[config.mk]
export PLATFORM = sky130hd
export DESIGN_NAME = operand_collector
export DESIGN_NICKNAME = d
export VERILOG_FILES = /design/src/rtl/operand_collector.sv
export SDC_FILE = /design/constraint.sdc
export NUM_CORES = 1
export LEC_CHECK = 0
export CORE_MARGIN = 2
export CORE_UTILIZATION = 30
export CTS_CLUSTER_SIZE = 25
export DETAILED_ROUTE_END_ITERATION = 8
export PLACE_DENSITY = 0.62
export SKIP_CTS_REPAIR_TIMING = 1
export SYNTH_ARGS = -nofsm -noshare
export SYNTH_HDL_FRONTEND = slang
export SYNTH_SLANG_ARGS = --single-unit
[constraint.sdc]
create_clock -name clk_i -period 2.9 [get_ports clk_i]
set_clock_uncertainty 0.05 [all_clocks]
set_input_delay 0.435 -clock clk_i [delete_from_list [all_inputs] [get_ports clk_i]]
set_output_delay 0.435 -clock clk_i [all_outputs]
set_load 0.005 [all_outputs]
[src/rtl/operand_collector.sv]
// operand_collector: gathers OperandsPerInst register-file reads per dispatched instruction, accept->eu_valid_o in 2*OperandsPerInst+1 cycles.
// Backpressure: accepts only when idle; stalls on rf_req_ready_i, rf_rsp_valid_i and eu_ready_i. Macro OPC_ZERO_REG_EN skips reads of r0.
module operand_collector #(
  parameter int PcWidth         = 16,
  parameter int NumWarps        = 8,
  parameter int WarpWidth       = 4,
  parameter int RegIdxWidth     = 8,
  parameter int OperandsPerInst = 2,
  parameter int RegWidth        = 32,
  localparam int WidWidth       = (NumWarps > 1) ? $clog2(NumWarps) : 1,
  localparam int IdxW           = (OperandsPerInst > 1) ? $clog2(OperandsPerInst) : 1
) (
  input  logic                                          clk_i,
  input  logic                                          rst_ni,
  input  logic                                          disp_valid_i,
  output logic                                          opc_ready_o,
  input  logic [PcWidth-1:0]                            disp_pc_i,
  input  logic [WarpWidth-1:0]                          disp_act_mask_i,
  input  logic [WidWidth-1:0]                           disp_warp_id_i,
  input  logic [RegIdxWidth-1:0]                        disp_dst_i,
  input  logic [OperandsPerInst*RegIdxWidth-1:0]        disp_src_i,
  output logic                                          rf_req_valid_o,
  input  logic                                          rf_req_ready_i,
  output logic [WidWidth-1:0]                           rf_req_warp_id_o,
  output logic [RegIdxWidth-1:0]                        rf_req_reg_idx_o,
  input  logic                                          rf_rsp_valid_i,
  input  logic [WarpWidth*RegWidth-1:0]                 rf_rsp_data_i,
  output logic                                          eu_valid_o,
  input  logic                                          eu_ready_i,
  output logic [PcWidth-1:0]                            eu_pc_o,
  output logic [WarpWidth-1:0]                          eu_act_mask_o,
  output logic [WidWidth-1:0]                           eu_warp_id_o,
  output logic [RegIdxWidth-1:0]                        eu_dst_o,
  output logic [OperandsPerInst*WarpWidth*RegWidth-1:0] eu_operands_o
);

  localparam int OpW = WarpWidth * RegWidth;

  typedef enum logic [1:0] {
    StIdle,
    StReq,
    StWait,
    StOut
  } state_e;

  typedef struct packed {
    logic [PcWidth-1:0]                         pc;
    logic [WarpWidth-1:0]                       mask;
    logic [WidWidth-1:0]                        wid;
    logic [RegIdxWidth-1:0]                     dst;
    logic [OperandsPerInst-1:0][RegIdxWidth-1:0] src;
  } inst_t;

  state_e                              state_q, state_d;
  logic [IdxW-1:0]                     idx_q, idx_d;
  inst_t                               inst_q, inst_d;
  logic [OperandsPerInst-1:0][OpW-1:0] opnd_q, opnd_d;

  logic [RegIdxWidth-1:0] cur_src;
  logic                   last_op;
  logic                   skip_zero;

  assign cur_src = inst_q.src[idx_q];
  assign last_op = (idx_q == IdxW'(OperandsPerInst - 1));

`ifdef OPC_ZERO_REG_EN
  // r0 reads as zero without touching the register file
  assign skip_zero = (cur_src == '0);
`else
  assign skip_zero = 1'b0;
`endif

  always_comb begin
    state_d = state_q;
    idx_d   = idx_q;
    inst_d  = inst_q;
    opnd_d  = opnd_q;
    case (state_q)
      StIdle: begin
        if (disp_valid_i) begin
          inst_d.pc   = disp_pc_i;
          inst_d.mask = disp_act_mask_i;
          inst_d.wid  = disp_warp_id_i;
          inst_d.dst  = disp_dst_i;
          inst_d.src  = disp_src_i;
          idx_d       = '0;
          state_d     = StReq;
        end
      end
      StReq: begin
        if (skip_zero) begin
          opnd_d[idx_q] = '0;
          if (last_op) begin
            state_d = StOut;
          end else begin
            idx_d   = idx_q + IdxW'(1);
            state_d = StReq;
          end
        end else if (rf_req_ready_i) begin
          state_d = StWait;
        end
      end
      StWait: begin
        if (rf_rsp_valid_i) begin
          opnd_d[idx_q] = rf_rsp_data_i;
          if (last_op) begin
            state_d = StOut;
          end else begin
            idx_d   = idx_q + IdxW'(1);
            state_d = StReq;
          end
        end
      end
      StOut: begin
        if (eu_ready_i) begin
          state_d = StIdle;
        end
      end
      default: state_d = StIdle;
    endcase
  end

  always_ff @(posedge clk_i or negedge rst_ni) begin
    if (!rst_ni) begin
      state_q <= StIdle;
      idx_q   <= '0;
      inst_q  <= '0;
      opnd_q  <= '0;
    end else begin
      state_q <= state_d;
      idx_q   <= idx_d;
      inst_q  <= inst_d;
      opnd_q  <= opnd_d;
    end
  end

  // Handshake outputs are pure functions of registered state
  assign opc_ready_o      = (state_q == StIdle);
  assign rf_req_valid_o   = (state_q == StReq) && !skip_zero;
  assign rf_req_warp_id_o = inst_q.wid;
  assign rf_req_reg_idx_o = cur_src;

  assign eu_valid_o    = (state_q == StOut);
  assign eu_pc_o       = inst_q.pc;
  assign eu_act_mask_o = inst_q.mask;
  assign eu_warp_id_o  = inst_q.wid;
  assign eu_dst_o      = inst_q.dst;
  assign eu_operands_o = opnd_q;

`ifndef SYNTHESIS
  a_rsp_in_wait: assert property (@(posedge clk_i) disable iff (!rst_ni)
    rf_rsp_valid_i |-> (state_q == StWait))
    else $error("operand_collector: rf_rsp_valid_i outside WAIT is ignored");

  a_req_eu_excl: assert property (@(posedge clk_i) disable iff (!rst_ni)
    !(rf_req_valid_o && eu_valid_o))
    else $error("operand_collector: rf_req_valid_o and eu_valid_o both high");
`endif

endmodule

Word level (Yosys, flattened, before mapping):

Index checks and enable logic that the tools add are counted.

* register bits: 306
* input port bits: 181
* output and inout port bits: 301
* word-level logic and storage cells: 42

* add/sub/neg operators: 1
* magnitude comparators: 2
* equality and inequality tests: 7
* multiplexer cells: 15
* reduce and logical (&&, ||, !) cells: 7

Operators with widths (number)
* $bwmux W256: 1
* $demux W128 S1: 1
* $mux W128: 1
* $mux W8: 2
* $mux W2: 5
* $pmux W2 S4: 1
* $eq A2 B2 Y1 const B: 2
* $ne A2 B1 Y1 const B: 2
* $ne A2 B2 Y1 const B: 2
* $reduce_and A2 Y1: 2
* $reduce_and A4 Y1: 1
* $mux W1: 3
* $reduce_and A3 Y1: 1
* $eq A2 B1 Y1 const B: 1
* $logic_not A2 Y1: 1
* $lt A1 B2 Y1 const B: 1
* $pmux W1 S2: 1
* $reduce_bool A2 Y1: 1
* $add A1 B1 Y1 const B: 1
* $ge A1 B1 Y1 const B: 1
* $logic_and A1 B1 Y1: 1

Logic depth before layout (Yosys ltp):

* word-level depth: 5
* mapped depth: 6
* gate-level depth less buffers: 3

Least setup slack after synthesis:

Ideal clock, no wire load.

* kind: register -> register
* start: reg state_q[0]
* end: reg opnd_q (netlist bit eu_operands_o[63])
* setup time: 0.125 ns
* arrival time: 1.443 ns
* data required time: 2.725 ns
* setup slack: 1.282 ns
* stages on the path, launching flop included: 7
* buffers on the path: 3
* period minus slack after synthesis: 1.618 ns
* cell sequence: dfrtp_1 -> buf_6 -> nor2b_4 -> and3b_1 -> buf_6 -> buf_6 -> mux2_2

* word-level cells in the longest chain between the ends: 2

Ends and longest elaborated chain
* start: declaration: line 54 `state_e state_q, state_d;`
* start signal: assignment: line 125 `state_q <= StIdle;`
* start signal: assignment: line 130 `state_q <= state_d;`
* $eq A2 B2 Y1: line 78 `case (state_q)`
* $reduce_and A2 Y1 (no line)
* end signal: assignment: line 133 `opnd_q <= opnd_d;`
* end: declaration: line 57 `logic [OperandsPerInst-1:0][OpW-1:0] opnd_q, opnd_d;`

Every way passes these cells.
A chain may end at the register's enable or synchronous reset.

Worst setup path in the final report:

* start: reg idx_q
* end: out rf_req_reg_idx_o[1]

* word-level cells in the longest chain between the ends: 2

Ends and longest elaborated chain
* start: declaration: line 55 `logic [IdxW-1:0] idx_q, idx_d;`
* start signal: assignment: line 131 `idx_q <= idx_d;`
* $mux W8 (implied by the code) (2 in series): line 63 `assign cur_src = inst_q.src[idx_q];`
* end: declaration: line 25 `output logic [RegIdxWidth-1:0] rf_req_reg_idx_o,`

Every way passes these cells. The select of a mux whose other input is x is not followed.

==> results_dict.tcl <==
set metrics [dict create \
    ys_ff_latch 306 \
    gp_congestion 0.774 \
    clock_latency_ns 0.52 \
    period_needed_ns 2.59 \
    pre_cts_ws_ns 0.619 \
    yosysSeqAreaShare_pct 64.4 \
    clockBufferDepth 3 \
    crit_end "rf_req_reg_idx_o[1]" \
    vias 7487 \
    path_buf_inv 1 \
    vdd_drop_max_v 0.000563 \
    worstReg2RegEnd "eu_operands_o[119]" \
    tightest_slew_ns 0.657 \
    nets 1359 \
    clk_pin_slew_ns 0.05 \
    area_growth_pct 53.0 \
    synth.distinct_cells 18 \
    cp-start-kind "register" \
    cts_root_buf "clkbuf_16" \
    avgViaCountPerCell 4.36 \
    io_buffers 481 \
    end_kind "output pin" \
    cts-buffers-inserted 36 \
    num_rows 72 \
    reg2reg_slack_ns 0.93 \
    slew_violations 0 \
    reg2reg_depth 3 \
    die_h_um 203 \
    worst_slack_ns 0.314 \
    drt_iter0_markers 165 \
    drc 0 \
    drive_gt1_share_pct 30.3 \
    fin_crit_sh_pct 89.2 \
    worstPathArrival_ns 2.10 \
    final-hold-violation-count 0 \
    synth_top_area_share_pct 64.4 \
    h-tree-depth 2 \
    synth.net_count 888 \
    final-instance-count-excl-fill 1718 \
    crit_chain "mux2_2 > clkdlybuf4s50_1" \
    avgSynthCellArea_um2 16.8 \
    cts_tree "built" \
    netlist_area_um2 11900 \
    cap_violations 0 \
    critPathTopFamily "flip-flops" \
    overflow 0 \
    criticalPathCategory "register to output pin" \
    path_max_fanout 13 \
    cp-startpoint "idx_q" \
    grt_pass1_wl_um 48600 \
    die_w_um 203 \
    cp_slowest_stage_delay_ns 0.69 \
    hp-class "register to register" \
    synth_cells 707 \
    worstSetupPathDepth 2 \
    fmaxAchievable_mhz 387 \
    initial_core_util_pct 30.5 \
    final_antenna_net_count 0 \
    leakage_uw 0.00761 \
    io_pins 482 \
    slowest_stage "dfrtp_1" \
    coreArea_um2 38900 \
    yosysTopAreaCell "dfrtp_1" \
    r2r-start "idx_q" \
    synthTopCellsByArea "dfrtp_1, mux2_2, buf_6, buf_4, mux2_1" \
    dp_cells 1657 \
    rsz0062_at_grt "false" \
    grt_usage_pct 15.2 \
    firstDrtPassIters 4 \
    antenna_found_initial 0 \
    dieArea_um2 41200 \
    critPathRequiredTime_ns 2.41 \
    drt-wirelength-per-cell_um 18.6 \
    slew_headroom_pct 56.2 \
    cts.sinks 306 \
    ys_warn_count 0 \
    finalSetupViolCount 0 \
    fin_tns_setup_ns 0 \
    powerDensity_nw_per_um2 1100 \
    n_antenna_cell 0 \
    grt_max_degree 76 \
    wirelength_um 31900 \
    status "complete, no violations" \
    dp_hpwl_um 23200 \
    grt_pass1_vias 8087 \
]
==> Yosys cell counts <==
master and count:
dfrtp_1 306, mux2_2 287, buf_4 39, buf_6 27, mux2_1 24, o21ai_0 5, nand2_1 4, buf_2 3
nor2b_1 3, and2_1 1, and3b_1 1, buf_1 1, inv_1 1, nand3_1 1, nor2_1 1, nor2b_4 1
nor3_1 1, o22ai_1 1
==> how the worst min path moves through the flow <==
| stage | startpoint | depth (start not counted) | to | slack (ns) |
|---|---|---|---|---|
| 6_report | eu_operands_o[113] | 1 | eu_operands_o[113] | 0.43 |
| 5_1_grt | disp_src_i[6] | 2 | inst_q[6] | 0.45 |
| 4_1_cts | rst_ni | 1 | eu_operands_o[76] | -0.14 |
| 3_5_place_dp | eu_operands_o[113] | 1 | eu_operands_o[113] | 0.42 |
| 3_3_place_gp | rst_ni | 1 | eu_operands_o[180] | 0.42 |
| 2_1_floorplan | rst_ni | 0 | eu_act_mask_o[0] | 0.09 |
==> area by class of cell <==
cell class / instances / area, um^2
sequential: 306 / 7660
timing repair buffer: 503 / 5120
clock buffer: 55 / 1070
clock inverter: 5 / 50.0
multi-input combinational: 330 / 3630
inverter: 1 / 3.75
fill: 3507 / 20700
tap: 518 / 648
==> metrics by stage <==
step	hold WS (ns)	util, %	cell area (um^2)	power (uW)
2_1_floorplan	0.0894	-	11900	10700
3_5_place_dp	0.424	43.8	17100	15900
3_3_place_gp	0.419	43.8	17100	15800
4_1_cts	-0.141	46.7	18200	20400
6_report	0.432	46.7	18200	20100
5_1_grt	0.446	46.7	18200	21200
==> power breakdown <==
group | total [uW] | switching (uW) | internal, uW
logic | 8190 | 2470 | 5710
clock network | 4320 | 1700 | 2620
registers | 7550 | 1130 | 6420
total | 20100 | 5300 | 14800
==> cells by family after synthesis <==
family | Yosys count | share of synthesized area (%)
muxes | 311 | 29.5
and+or+nand+nor | 13 | 0.642
DFF | 306 | 64.4
AOI/OAI and AO/OA | 6 | 0.263
buffers and inverters | 71 | 5.21
==> registers in the layout, indices dropped and copies added, names as in the netlist <==
| signal | cells |
|---|---|
| eu_operands_o | 256 |
| eu_pc_o | 16 |
| inst_q | 16 |
| eu_dst_o | 8 |
| eu_act_mask_o | 4 |
| eu_warp_id_o | 3 |
| state_q | 2 |
| idx_q | 1 |
==> per-layer routing <==
layer | share of wire (%) | GRT usage, % | vias up | routed length [um]
li1 | - | - | 3389 | -
met2 | 51 | 26.2 | 281 | 16200
met5 | 0 | 0 | - | 0
met3 | 7.9 | 4.70 | 44 | 2540
met1 | 39 | 17.6 | 3773 | 12400
met4 | 2.4 | 5.81 | 0 | 775
==> worst reg2reg max path: stages (launching register included) <==
cell and delay (ns):
dfrtp_1 0.58, and3b_4 0.44, buf_12 0.28, mux2_2 0.48
==> layout by cell type (no fill, tap or decap), types with 5 or more instances in the layout <==
master / synthesis / routed
clkdlybuf4s50_1: 0 / 480
dfrtp_1: 306 / 306
mux2_2: 287 / 287
clkbuf_16: 0 / 37
mux2_1: 24 / 24
buf_12: 0 / 11
clkbuf_1: 0 / 10
buf_4: 39 / 10
clkbuf_8: 0 / 8
o21ai_0: 5 / 5
Power figures use the tool's default switching activity.
==> variant 1 (same settings) <==
`WarpWidth`: 4 -> 3.
--- a/src/rtl/operand_collector.sv
+++ b/src/rtl/operand_collector.sv
@@ -3,7 +3,7 @@
 module operand_collector #(
   parameter int PcWidth         = 16,
   parameter int NumWarps        = 8,
-  parameter int WarpWidth       = 4,
+  parameter int WarpWidth       = 3,
   parameter int RegIdxWidth     = 8,
   parameter int OperandsPerInst = 2,
   parameter int RegWidth        = 32,
Ports: changed (resized disp_act_mask_i, eu_act_mask_o, eu_operands_o and rf_rsp_data_i); port bits go from 482 to 384. The function was not compared with the original's and may differ.
==> variant 1 against the unedited design <==
  * Synthesized cell count decreased by 20%
  * Utilization down 0.38 points
  * Setup slack got worse by 13 ps
  * Synthesized area decreased by 19%
  * Non-clock buffer count down 107
  * Sequential cell count shrank 65
  * Sequential power decreased by 21%
  * Power shrank 18%
  * Final area down 20%
  * Global-route usage is 0.88 points lower
  * Wire length down 23%
  * Largest power group unchanged
  * Highest routed layer unchanged
==> variant 1: results <==
[synth]
ys_seq_area_share_pct = 62.9
synth.top_cells.by_count = "sky130_fd_sc_hd__dfrtp_1, sky130_fd_sc_hd__mux2_2, sky130_fd_sc_hd__buf_4, sky130_fd_sc_hd__mux2_4"
asyncSetResetFlopFracSynth_pct = 100
post_syn_nets = 716
yosys_warnings = 0
yosys.cell_types.count = 20
yosys-top-cells-area = "sky130_fd_sc_hd__dfrtp_1, sky130_fd_sc_hd__mux2_2, sky130_fd_sc_hd__mux2_4"

[detailed_routing]
via_per_inst = 4.39
detail-route-antenna-nets = 0
drtIter0Drc = 184
drt_pre_antenna_iters = 4
routedWlPerCell_um = 18.0

[sta]
maxSlewHeadroom_pct = 56.1
final_period_minus_worst_setup_slack_ps = 2600

[global_route]
maximum_number_of_pins_on_one_net_before_global_route_repair = 82
global_route_wire_length_before_repair_mm = 37.6
first_global_vias = 6405
antenna_found_initial = 0
global_route.usage.total_pct = 14.3

[min_path]
timing.hold.worst.class = "input pin to asynchronous set/reset pin"

[worst_setup_path]
r2r_setup_slack_ps = 850
path_max_fanout = 13
timing.critical_path.arrival_ps = 2110
rr_worst_depth = 3

[placement]
place_worst_setup_slack_ps = 469
gp_congestion = 0.736
port-buffer-count = 383
dpl.hpwl_mm = 17.5

[finish]
layout.nets = 1081
nFillCells = 2816
number_of_flip_flops_under_the_largest_register_name = 192
diode_count = 0
drive_gt1_share_pct = 32.4

[outcome]
run_status = "finished clean"

[clock_tree]
clock_path_buffers = 3
clkSlewWorstSetupHoldPaths_ps = 60
tritoncts.num_buffers = 28
cts_htree_levels = 1
clock_insertion_delay_worst_skew_ps = 530
clk_root_buffer_cell = "sky130_fd_sc_hd__clkbuf_16"

[pwr]
power_leakage_nw = 6.17
switching_power_as_a_share_of_total_power_pct = 25.9
power.ir.vdd_worst_mv = 0.625
==> variant 1: cell types whose count changed in the layout (fill, tap and decap cells not counted), moves of 5 or more <==
cell,change
sky130_fd_sc_hd__mux2_2,-84
sky130_fd_sc_hd__mux2_4,+40
sky130_fd_sc_hd__clkbuf_1,-7
sky130_fd_sc_hd__mux2_1,-21
sky130_fd_sc_hd__clkbuf_16,-8
sky130_fd_sc_hd__buf_4,-5
sky130_fd_sc_hd__dfrtp_1,-65
sky130_fd_sc_hd__clkdlybuf4s50_1,-98
==> variant 1: worst paths after layout <==
path,from,endpoint
worst max register to register,idx_q$_DFFE_PN0P_,eu_operands_o[34]$_DFFE_PN0P_
max in group asynchronous,rst_ni,eu_operands_o[138]$_DFFE_PN0P_
worst min-delay path,rst_ni,eu_operands_o[122]$_DFFE_PN0P_
worst min register to register,eu_dst_o[6]$_DFFE_PN0P_,eu_dst_o[6]$_DFFE_PN0P_
min in group clk_i,eu_dst_o[6]$_DFFE_PN0P_,eu_dst_o[6]$_DFFE_PN0P_
worst max-delay path,idx_q$_DFFE_PN0P_,rf_req_reg_idx_o[1]
==> variant 1: through the flow <==
stage / util (%) / instance area, um^2 / instances / hold WS, ps
floorplan: - / 9590 / 568 / 89.4
global placement: 43.1 / 13600 / 1304 / 420
detailed placement: 43.1 / 13600 / 1304 / 426
CTS: 46.3 / 14600 / 1356 / -145
global route: 46.4 / 14600 / 1357 / 430
finish: 46.4 / 14600 / 1357 / 426
==> variant 1: layout make-up <==
class / count / area (um^2) / area share (%)
clock buffers: 40 / 847 / 5.79
clock inverters: 12 / 160 / 1.09
inverters: 1 / 3.75 / 0.0257
multi-input cells: 265 / 3060 / 20.9
flip-flops and latches: 241 / 6030 / 41.2
well taps: 402 / 503 / 3.44
repair buffers: 396 / 4030 / 27.5
==> variant 1: cell families (layout without fill, tap and decap cells) <==
logic type	Yosys count	in the layout	share of synthesized area, %
buffers and inverters	62	449	5.39
DFF	241	241	62.9
and+or+nand+nor	13	13	0.965
AOI/OAI and AO/OA	6	6	0.326
muxes	246	246	30.4
==> variant 1: critical path: stages (launching register included) <==
cell                              delay, ps
sky130_fd_sc_hd__dfrtp_1                690
sky130_fd_sc_hd__mux2_2                 410
sky130_fd_sc_hd__clkdlybuf4s50_1        480
==> variant 1: routing by layer <==
layer  global-route usage, %  routed length (um)  part of all wire, %
met5                       0                   0                    0
met4                    4.10                 714                  2.9
met1                    17.5                9690                   40
met3                    5.10                2240                  9.2
met2                    23.9               11800                   48
==> variant 1: power by group through the flow <==
stage	Sequential (mW)	Combinational, mW	Clock, mW
floorplan	5.98	2.82	0
global placement	6.00	6.69	0
detailed placement	6.06	6.75	0
CTS	6.03	6.78	3.87
global route	6.24	7.08	4.01
finish	6.00	6.65	3.76
==> variant 2 (same settings) <==
Without the edit above. Reset style: synchronous (`rst_ni`), changed in one clocked block.
--- a/src/rtl/operand_collector.sv
+++ b/src/rtl/operand_collector.sv
@@ -120,7 +120,7 @@
     endcase
   end
 
-  always_ff @(posedge clk_i or negedge rst_ni) begin
+  always_ff @(posedge clk_i) begin
     if (!rst_ni) begin
       state_q <= StIdle;
       idx_q   <= '0;
Function: differs if rst_ni is asserted again (counterexample within 4 cycles, from zero or initial values and one cycle with rst_ni low); with rst_ni held inactive, the same outputs for 4 cycles.
==> variant 2 against the unedited design <==
  * Wire length increased by 8.5%
  * First-iteration DRC count increased to 2.6 times the old value
  * Synthesized area decreased by 8.0%
  * Final area decreased by 6.8%
  * Via count increased by 33%
  * Sequential cell count unchanged
  * Highest routed layer unchanged
  * Cell count increased by 25%
  * Setup slack improved by 21 ps
Power is not compared: it rests on default switching activity, and its combinational part moved more than twofold at a synthesized area within 25%.
==> variant 2: results <==
[placement]
place_worst_setup_slack_ps = 483
dpl.hpwl_mm = 24.7
gp_congestion = 0.797

[worst_setup_path]
worst_setup_path_endpoint = "rf_req_reg_idx_o[7]"
reg2reg_to = "eu_operands_o[67]$_SDFFE_PN0P_"
r2r_setup_slack_ps = 850
rr_worst_depth = 4
rr_startpoint = "idx_q$_SDFFE_PN0P_"

[min_path]
timing.hold.worst.start = "rst_ni"
timing.hold.worst_path_depth = 2
timing.hold.worst_endpoint = "state_q[0]$_SDFFE_PN0P_"

[global_route]
antenna_found_initial = 0
global_route_wire_length_before_repair_mm = 53.4
maximum_number_of_pins_on_one_net_before_global_route_repair = 143
global_route.usage.total_pct = 17.4

[synth]
synthFlopType = "sky130_fd_sc_hd__dfxtp_1"
ys_seq_area_share_pct = 56.0
post_syn_nets = 1451
synth.top_cells.by_count = "sky130_fd_sc_hd__dfxtp_1, sky130_fd_sc_hd__nand3_1, sky130_fd_sc_hd__nand2_1, sky130_fd_sc_hd__o21ai_0, sky130_fd_sc_hd__clkbuf_1"
asyncSetResetFlopFracSynth_pct = 0
yosys-top-cells-area = "sky130_fd_sc_hd__dfxtp_1, sky130_fd_sc_hd__nand3_1, sky130_fd_sc_hd__o21ai_0"

[sta]
post-route-period-util_pct = 88.4
transition_time_of_the_tightest_slew_check_pin_ps = 1050

[clock_tree]
clkSlewWorstSetupHoldPaths_ps = 60
clock_insertion_delay_worst_skew_ps = 500

[finish]
layout.nets = 1841
drive_gt1_share_pct = 5.29

[pwr]
power_leakage_nw = 6.01

[detailed_routing]
drt_pre_antenna_iters = 5
via_per_inst = 4.65
routedWlPerCell_um = 16.1
drtIter0Drc = 424

[outcome]
run_status = "finished clean"
[variant 2: power by group through the flow]
stage / combinational, mW / clock (mW) / sequential (mW)
final: 0.780 / 4.25 / 4.34
after global routing: 0.853 / 4.57 / 4.35
after CTS: 0.789 / 4.41 / 4.34
after detailed placement: 0.785 / 0 / 4.43
after global placement: 0.782 / 0 / 4.43
after floorplan: 0.345 / 0 / 4.41
[variant 2: per-layer routing]
layer | global-route usage, % | part of all wire [%] | vias to the layer above
met4 | 6.16 | 3.1 | 0
met1 | 19.8 | 40 | 4474
met5 | 0 | 0 | -
li1 | - | - | 5084
met3 | 6.82 | 9.3 | 67
met2 | 29.7 | 47 | 345
[variant 2: area by class of cell]
class | count | area [um^2]
Tap cell | 461 | 577
Clock buffer | 52 | 1030
Sequential cell | 306 | 6130
Inverter | 2 | 7.51
Fill cell | 3430 | 18800
Clock inverter | 9 | 83.8
Multi-Input combinational cell | 811 | 4010
Timing Repair Buffer | 504 | 5120
[variant 2: critical path, cell delays in order, from the launching register on]
cell and delay, ps:
sky130_fd_sc_hd__dfxtp_1 680, sky130_fd_sc_hd__mux2_2 400, sky130_fd_sc_hd__clkdlybuf4s50_1 500
[variant 2: kinds of logic (layout without fill, tap and decap cells)]
family	Yosys count	after routing	share of synthesized area (%)
flops	306	306	56.0
buf+inv	153	567	7.36
simple gates	490	490	20.3
mux	8	8	0.824
compound gates	313	313	15.5
[variant 2: per-stage QoR]
stage	cell area [um^2]	hold WS [ps]	power, mW	utilization (%)	std cells
2_1_floorplan	10900	382	4.76	-	1270
3_3_place_gp	15800	390	5.21	44.3	2084
3_5_place_dp	15800	401	5.21	44.3	2084
4_1_cts	17000	340	9.53	47.4	2145
5_1_grt	17000	363	9.77	47.4	2145
6_report	17000	356	9.37	47.4	2145
